===== config.mk =====
export PLATFORM = sky130hd
export DESIGN_NAME = dac_serial_tx
export DESIGN_NICKNAME = d
export VERILOG_FILES = /design/src/rtl/dac_serial_tx.sv
export SDC_FILE = /design/constraint.sdc
export NUM_CORES = 1
export LEC_CHECK = 0
export BUFFER_PORTS_ARGS = -buffer_cell sky130_fd_sc_hd__buf_4
export CORE_MARGIN = 4
export CORE_UTILIZATION = 61
export CTS_BUF_LIST = sky130_fd_sc_hd__clkbuf_4 sky130_fd_sc_hd__clkbuf_8
export DETAILED_ROUTE_END_ITERATION = 16
export GPL_TIMING_DRIVEN = 0
export PLACE_DENSITY = 0.82
export SLEW_MARGIN = 15
export SYNTH_ARGS = -nofsm -noshare
export SYNTH_HDL_FRONTEND = slang
export SYNTH_SLANG_ARGS = --single-unit

===== constraint.sdc =====
create_clock -name i_clk -period 2.7 [get_ports i_clk]
set_clock_uncertainty 0.2 [all_clocks]
set_input_delay 0.405 -clock i_clk [delete_from_list [all_inputs] [get_ports i_clk]]
set_output_delay 0.405 -clock i_clk [all_outputs]
set_load 0.03 [all_outputs]

===== src/rtl/dac_serial_tx.sv =====
// Serial DAC transmitter: frames each accepted sample as {CTRL, sample, zero pad}
// and shifts it out MSB first on an SPI-style link (sclk idles low, data valid on
// the rising edge), then pulses o_frame_done once the frame and its hold time end.
module dac_serial_tx #(
  parameter int unsigned WIDTH   = 8,
  parameter int unsigned CLK_DIV = 4,
  parameter logic [3:0]  CTRL    = 4'b0000
) (
  input  logic             i_clk,
  input  logic             i_rst_n,
  input  logic [WIDTH-1:0] i_sample,
  input  logic             i_sample_valid,
  output logic             o_sample_ready,
  output logic             o_sclk,
  output logic             o_sdata,
  output logic             o_cs_n,
  output logic             o_busy,
  output logic             o_frame_done
);

  localparam logic [7:0] DivLast = 8'(CLK_DIV - 1);

  typedef enum logic [1:0] {
    StIdle,
    StSetup,
    StShift,
    StHold
  } state_e;

  state_e      r_state, w_state;
  logic [15:0] r_shreg, w_shreg;
  logic [7:0]  r_div, w_div;
  logic [3:0]  r_bit, w_bit;
  logic        r_half, w_half;
  logic        r_sclk, w_sclk;
  logic        r_sdata, w_sdata;
  logic        r_cs_n, w_cs_n;
  logic        r_busy, w_busy;
  logic        r_ready, w_ready;
  logic        r_done, w_done;
  logic        w_div_last;
  logic [15:0] w_frame;

  // Left-justify {CTRL, sample} in 16 bits so the pad falls out as zeros.
  assign w_frame    = 16'({CTRL, i_sample}) << (12 - WIDTH);
  assign w_div_last = (r_div == DivLast);

  // State and registered outputs; reset aborts any frame immediately.
  always_ff @(posedge i_clk or negedge i_rst_n) begin
    if (!i_rst_n) begin
      r_state <= StIdle;
      r_shreg <= '0;
      r_div   <= '0;
      r_bit   <= '0;
      r_half  <= 1'b0;
      r_sclk  <= 1'b0;
      r_sdata <= 1'b0;
      r_cs_n  <= 1'b1;
      r_busy  <= 1'b0;
      r_ready <= 1'b1;
      r_done  <= 1'b0;
    end else begin
      r_state <= w_state;
      r_shreg <= w_shreg;
      r_div   <= w_div;
      r_bit   <= w_bit;
      r_half  <= w_half;
      r_sclk  <= w_sclk;
      r_sdata <= w_sdata;
      r_cs_n  <= w_cs_n;
      r_busy  <= w_busy;
      r_ready <= w_ready;
      r_done  <= w_done;
    end
  end

  // Next-state and next-output logic; outputs are computed one edge ahead.
  always_comb begin
    w_state = r_state;
    w_shreg = r_shreg;
    w_div   = w_div_last ? 8'd0 : r_div + 8'd1;
    w_bit   = r_bit;
    w_half  = r_half;
    w_sclk  = r_sclk;
    w_sdata = r_sdata;
    w_cs_n  = r_cs_n;
    w_busy  = r_busy;
    w_ready = r_ready;
    w_done  = 1'b0;

    unique case (r_state)
      StIdle: begin
        w_div = 8'd0;
        if (i_sample_valid && r_ready) begin
          w_state = StSetup;
          w_shreg = w_frame;
          w_sdata = w_frame[15];
          w_cs_n  = 1'b0;
          w_sclk  = 1'b0;
          w_busy  = 1'b1;
          w_ready = 1'b0;
        end
      end
      StSetup: begin
        if (w_div_last) begin
          w_state = StShift;
          w_div   = 8'd0;
          w_bit   = 4'd15;
          w_half  = 1'b0;
        end
      end
      StShift: begin
        if (w_div_last) begin
          w_div = 8'd0;
          if (!r_half) begin
            // Rising sclk: the DAC samples the bit already on sdata.
            w_sclk = 1'b1;
            w_half = 1'b1;
          end else if (r_bit == 4'd0) begin
            w_state = StHold;
            w_sclk  = 1'b0;
            w_half  = 1'b0;
            w_cs_n  = 1'b1;
            w_sdata = 1'b0;
          end else begin
            // Falling sclk: present the next bit.
            w_sclk  = 1'b0;
            w_half  = 1'b0;
            w_shreg = {r_shreg[14:0], 1'b0};
            w_sdata = r_shreg[14];
            w_bit   = r_bit - 4'd1;
          end
        end
      end
      StHold: begin
        if (w_div_last) begin
          w_state = StIdle;
          w_div   = 8'd0;
          w_done  = 1'b1;
          w_ready = 1'b1;
          w_busy  = 1'b0;
        end
      end
      default: begin
        w_state = StIdle;
      end
    endcase
  end

  assign o_sample_ready = r_ready;
  assign o_sclk         = r_sclk;
  assign o_sdata        = r_sdata;
  assign o_cs_n         = r_cs_n;
  assign o_busy         = r_busy;
  assign o_frame_done   = r_done;

endmodule


==> results.sh <==
export IMPL_outcome="finished, final reports clean"
export IMPL_comb_power_share=0.026
export IMPL_num_antenna_cells=0
export IMPL_cts_tree="yes"
export IMPL_cts_sinks=32
export IMPL_clk_pin_slew_ns=0.11
export IMPL_ys_top_cells_by_count="dfrtp_1 (30), nand2_1 (27), nand3_1 (20)"
export IMPL_drv_cap=0
export IMPL_fin_nets=230
export IMPL_routed_wl_mm=3.73
export IMPL_yosysTopAreaCellShare=0.429
export IMPL_clock_latency_ns=0.34
export IMPL_fmax_mhz=439
export IMPL_synthMostInstantiatedCell="dfrtp_1"
export IMPL_cpPeakStageDelay_ns=0.43
export IMPL_synth_ff_type="dfrtp_1"
export IMPL_fp_dieW_um=61.6
export IMPL_dp_hpwl_mm=2.59
export IMPL_end_kind="flop"
export IMPL_grt_pass1_wl_mm=6.44
export IMPL_tightestPinTransition_ns=0.505
export IMPL_io_pins=17
export IMPL_worstPathMaxFanout=10
export IMPL_slowest_stage="dfrtp_1"
export IMPL_syn_nets=206
export IMPL_cts_buffers_inserted=5
export IMPL_synthCells=188
export IMPL_ys_warnings_count=0
export IMPL_ys_seq_area_frac=0.459
export IMPL_grt_overflow=0
export IMPL_netlist_area_um2=1750
export IMPL_ant_nets=0
export IMPL_setup_worst_path_class="flop to flop"
export IMPL_cp_startpoint="r_state[0]$_DFFE_PN0P_"
export IMPL_cellLeakagePower_nw=0.967
export IMPL_start_util=0.635
export IMPL_synth_enable_flop_cells=0
export IMPL_final_setup_viol_count=0
export IMPL_firstDrtPassIters=4
export IMPL_ys_seq_elements=32
export IMPL_place_ws_ns=0.500
export IMPL_drive_above_1_share=0.169
export IMPL_pwr_share_seq=0.519
export IMPL_drv_slew=0
export IMPL_drt_iter0_drc=137
export IMPL_p_clk_frac=0.455
export IMPL_io_buffers=16
export IMPL_core_area_um2=2760
export IMPL_arrival_ns=2.32
export IMPL_vdd_drop_max_mv=0.484
export IMPL_rsz0062_at_grt="no"
export IMPL_cts_root_buf="clkbuf_4"
export IMPL_period_minus_slack_ns=2.28
export IMPL_critPathRequiredTime_ns=2.74
export IMPL_syn_avg_cell_area_um2=9.31
export IMPL_setup_slack_ns=0.423
export IMPL_p_per_area_nw_per_um2=458
export IMPL_r2r_start="r_state[0]$_DFFE_PN0P_"
export IMPL_grt_usage=0.229
export IMPL_cts_buffer_depth=2
export IMPL_switching_share=0.203
export IMPL_fin_util=0.730
export IMPL_async_flop_share=1.00
export IMPL_fin_crit_sh=0.843
export IMPL_fp_dieH_um=61.6
export IMPL_setup_tns_final_ns=0
export IMPL_vias_per_cell=6.10
export IMPL_h_tree_depth=2
export IMPL_dieArea_um2=3790
export IMPL_grt_max_degree=33
export IMPL_routabilityCongestion=0.812
export IMPL_final_hold_viol_count=0
export IMPL_rows=19
export IMPL_drc=0
export IMPL_startpoint_type="flop"
export IMPL_synth_distinct_cells=41
export IMPL_area_growth_pct=15.1
export IMPL_hp_start="i_sample[1]"
export IMPL_cp_cell_sequence="inv_1 > ha_1 > buf_2 > clkbuf_1 > nand3_1 > o221a_2"
export IMPL_max_slew_margin=0.662
export IMPL_num_vias=1489
export IMPL_post_drt_wl_per_cell_um=15.3
export IMPL_antenna_found_initial=0
export IMPL_synth_top_cell_by_area="dfrtp_1"
export IMPL_hp_class="primary input to flop"
export IMPL_intPower_mw=0.736
export IMPL_yosys_top_cells_area="dfrtp_1 (43%), nand2_1 (5.8%), nand3_1 (5.7%)"
export IMPL_grt_pass1_vias=1453
export IMPL_finalPower_mw=0.923
export IMPL_p_sw_mw=0.188
## layout make-up
type	count	area [µm²]
clock buffers	7	65.1
repair buffers	17	130
flip-flops and latches	32	803
multi-input cells	140	880
inverters	8	30.0
plain buffers	8	37.5
clock inverters	1	30.0
fillers	204	743
well taps	31	38.8
## repair_timing
item,in CTS,in global routing
endpoints found under the hold margin,30,0
buffers inserted,0,0
resized for setup,0,0
hold buffers,1,0
## layer usage
layer	routed length, µm	up-vias	track usage
met5	0	-	0
met4	59	0	0.0636
met3	228	12	0.0587
met2	1800	51	0.386
met1	1650	705	0.290
li1	-	721	-
## final timing paths
check | depth (start not counted) | slack [ns] | to
worst min-delay path | 3 | 0.06 | r_shreg[5]$_DFFE_PN0P_
min in group asynchronous | 2 | 0.33 | r_shreg[11]$_DFFE_PN0P_
worst max register to register | 6 | 0.42 | r_bit[2]$_DFFE_PN0P_
worst min register to register | 1 | 0.32 | r_div[0]$_DFF_PN0_
worst max-delay path | 6 | 0.42 | r_bit[2]$_DFFE_PN0P_
max in group asynchronous | 2 | 1.64 | o_cs_n$_DFFE_PN1P_
## worst max-delay path: cells and delay by family (launching register included)
kind	cells	cell delay [ns]
AOI/OAI and AO/OA	1	0.26
and+or+nand+nor	1	0.16
adders and majority gates	1	0.29
DFF	1	0.43
buffers and inverters	3	0.82
## flip-flops by register name, indices dropped and copies added (netlist names)
name            count
r_shreg            11
r_div               8
r_bit               4
r_state             2
o_busy              1
o_cs_n              1
o_frame_done        1
o_sample_ready      1
o_sclk              1
o_sdata             1
r_half              1
## cell usage in the layout, fill, tap and decap left out, drive strengths merged
cell type | netlist | layout
buf | 4 | 20
a22o | 3 | 3
mux2 | 1 | 1
dfrtp | 30 | 30
nand4 | 7 | 7
a221o | 3 | 3
xor2 | 5 | 5
a31oi | 1 | 1
ha | 7 | 7
nor2 | 19 | 19
nand3 | 20 | 20
clkbuf | 4 | 11
o21ai | 6 | 6
a41oi | 1 | 1
o221a | 1 | 1
and4 | 1 | 1
a221oi | 1 | 1
nor2b | 1 | 1
nand2b | 2 | 2
dfstp | 2 | 2
nor3b | 2 | 2
or3 | 2 | 2
or4 | 3 | 3
and2 | 1 | 1
nor3 | 2 | 2
o21a | 1 | 1
a21oi | 5 | 5
and3 | 2 | 2
o31ai | 1 | 1
dlygate4sd3 | 0 | 1
mux2i | 2 | 2
nand2 | 28 | 28
bufinv | 0 | 1
nor4 | 2 | 2
inv | 8 | 8
or3b | 1 | 1
xnor2 | 1 | 1
a2bb2oi | 8 | 8
## power groups by stage
stage	sequential [mW]	clock, mW	combinational [mW]
floorplan	0.489	0	0.00261
global placement	0.488	0	0.0229
detailed placement	0.488	0	0.0238
CTS	0.479	0.425	0.0249
global route	0.479	0.451	0.0277
finish	0.479	0.420	0.0240
## through the flow
| step | area [µm²] | cells | hold WS [ns] |
|---|---|---|---|
| finish | 2010 | 244 | 0.0564 |
| floorplan | 1750 | 188 | -0.0906 |
| CTS | 2010 | 244 | 0.0558 |
| global route | 2010 | 244 | 0.0498 |
| global placement | 1910 | 235 | 0.156 |
| detailed placement | 1910 | 235 | 0.164 |
## logic make-up after synthesis
family / count (synthesis) / share of synthesized area
AND/OR/NAND/NOR: 93 / 0.269
flip-flops: 32 / 0.459
AO/OA/AOI/OAI: 31 / 0.136
buffers and inverters: 16 / 0.0386
adder cells (fa/ha/maj): 7 / 0.0500
XOR/XNOR: 6 / 0.0300
multiplexers: 3 / 0.0179
(Power assumes the default switching activity.)
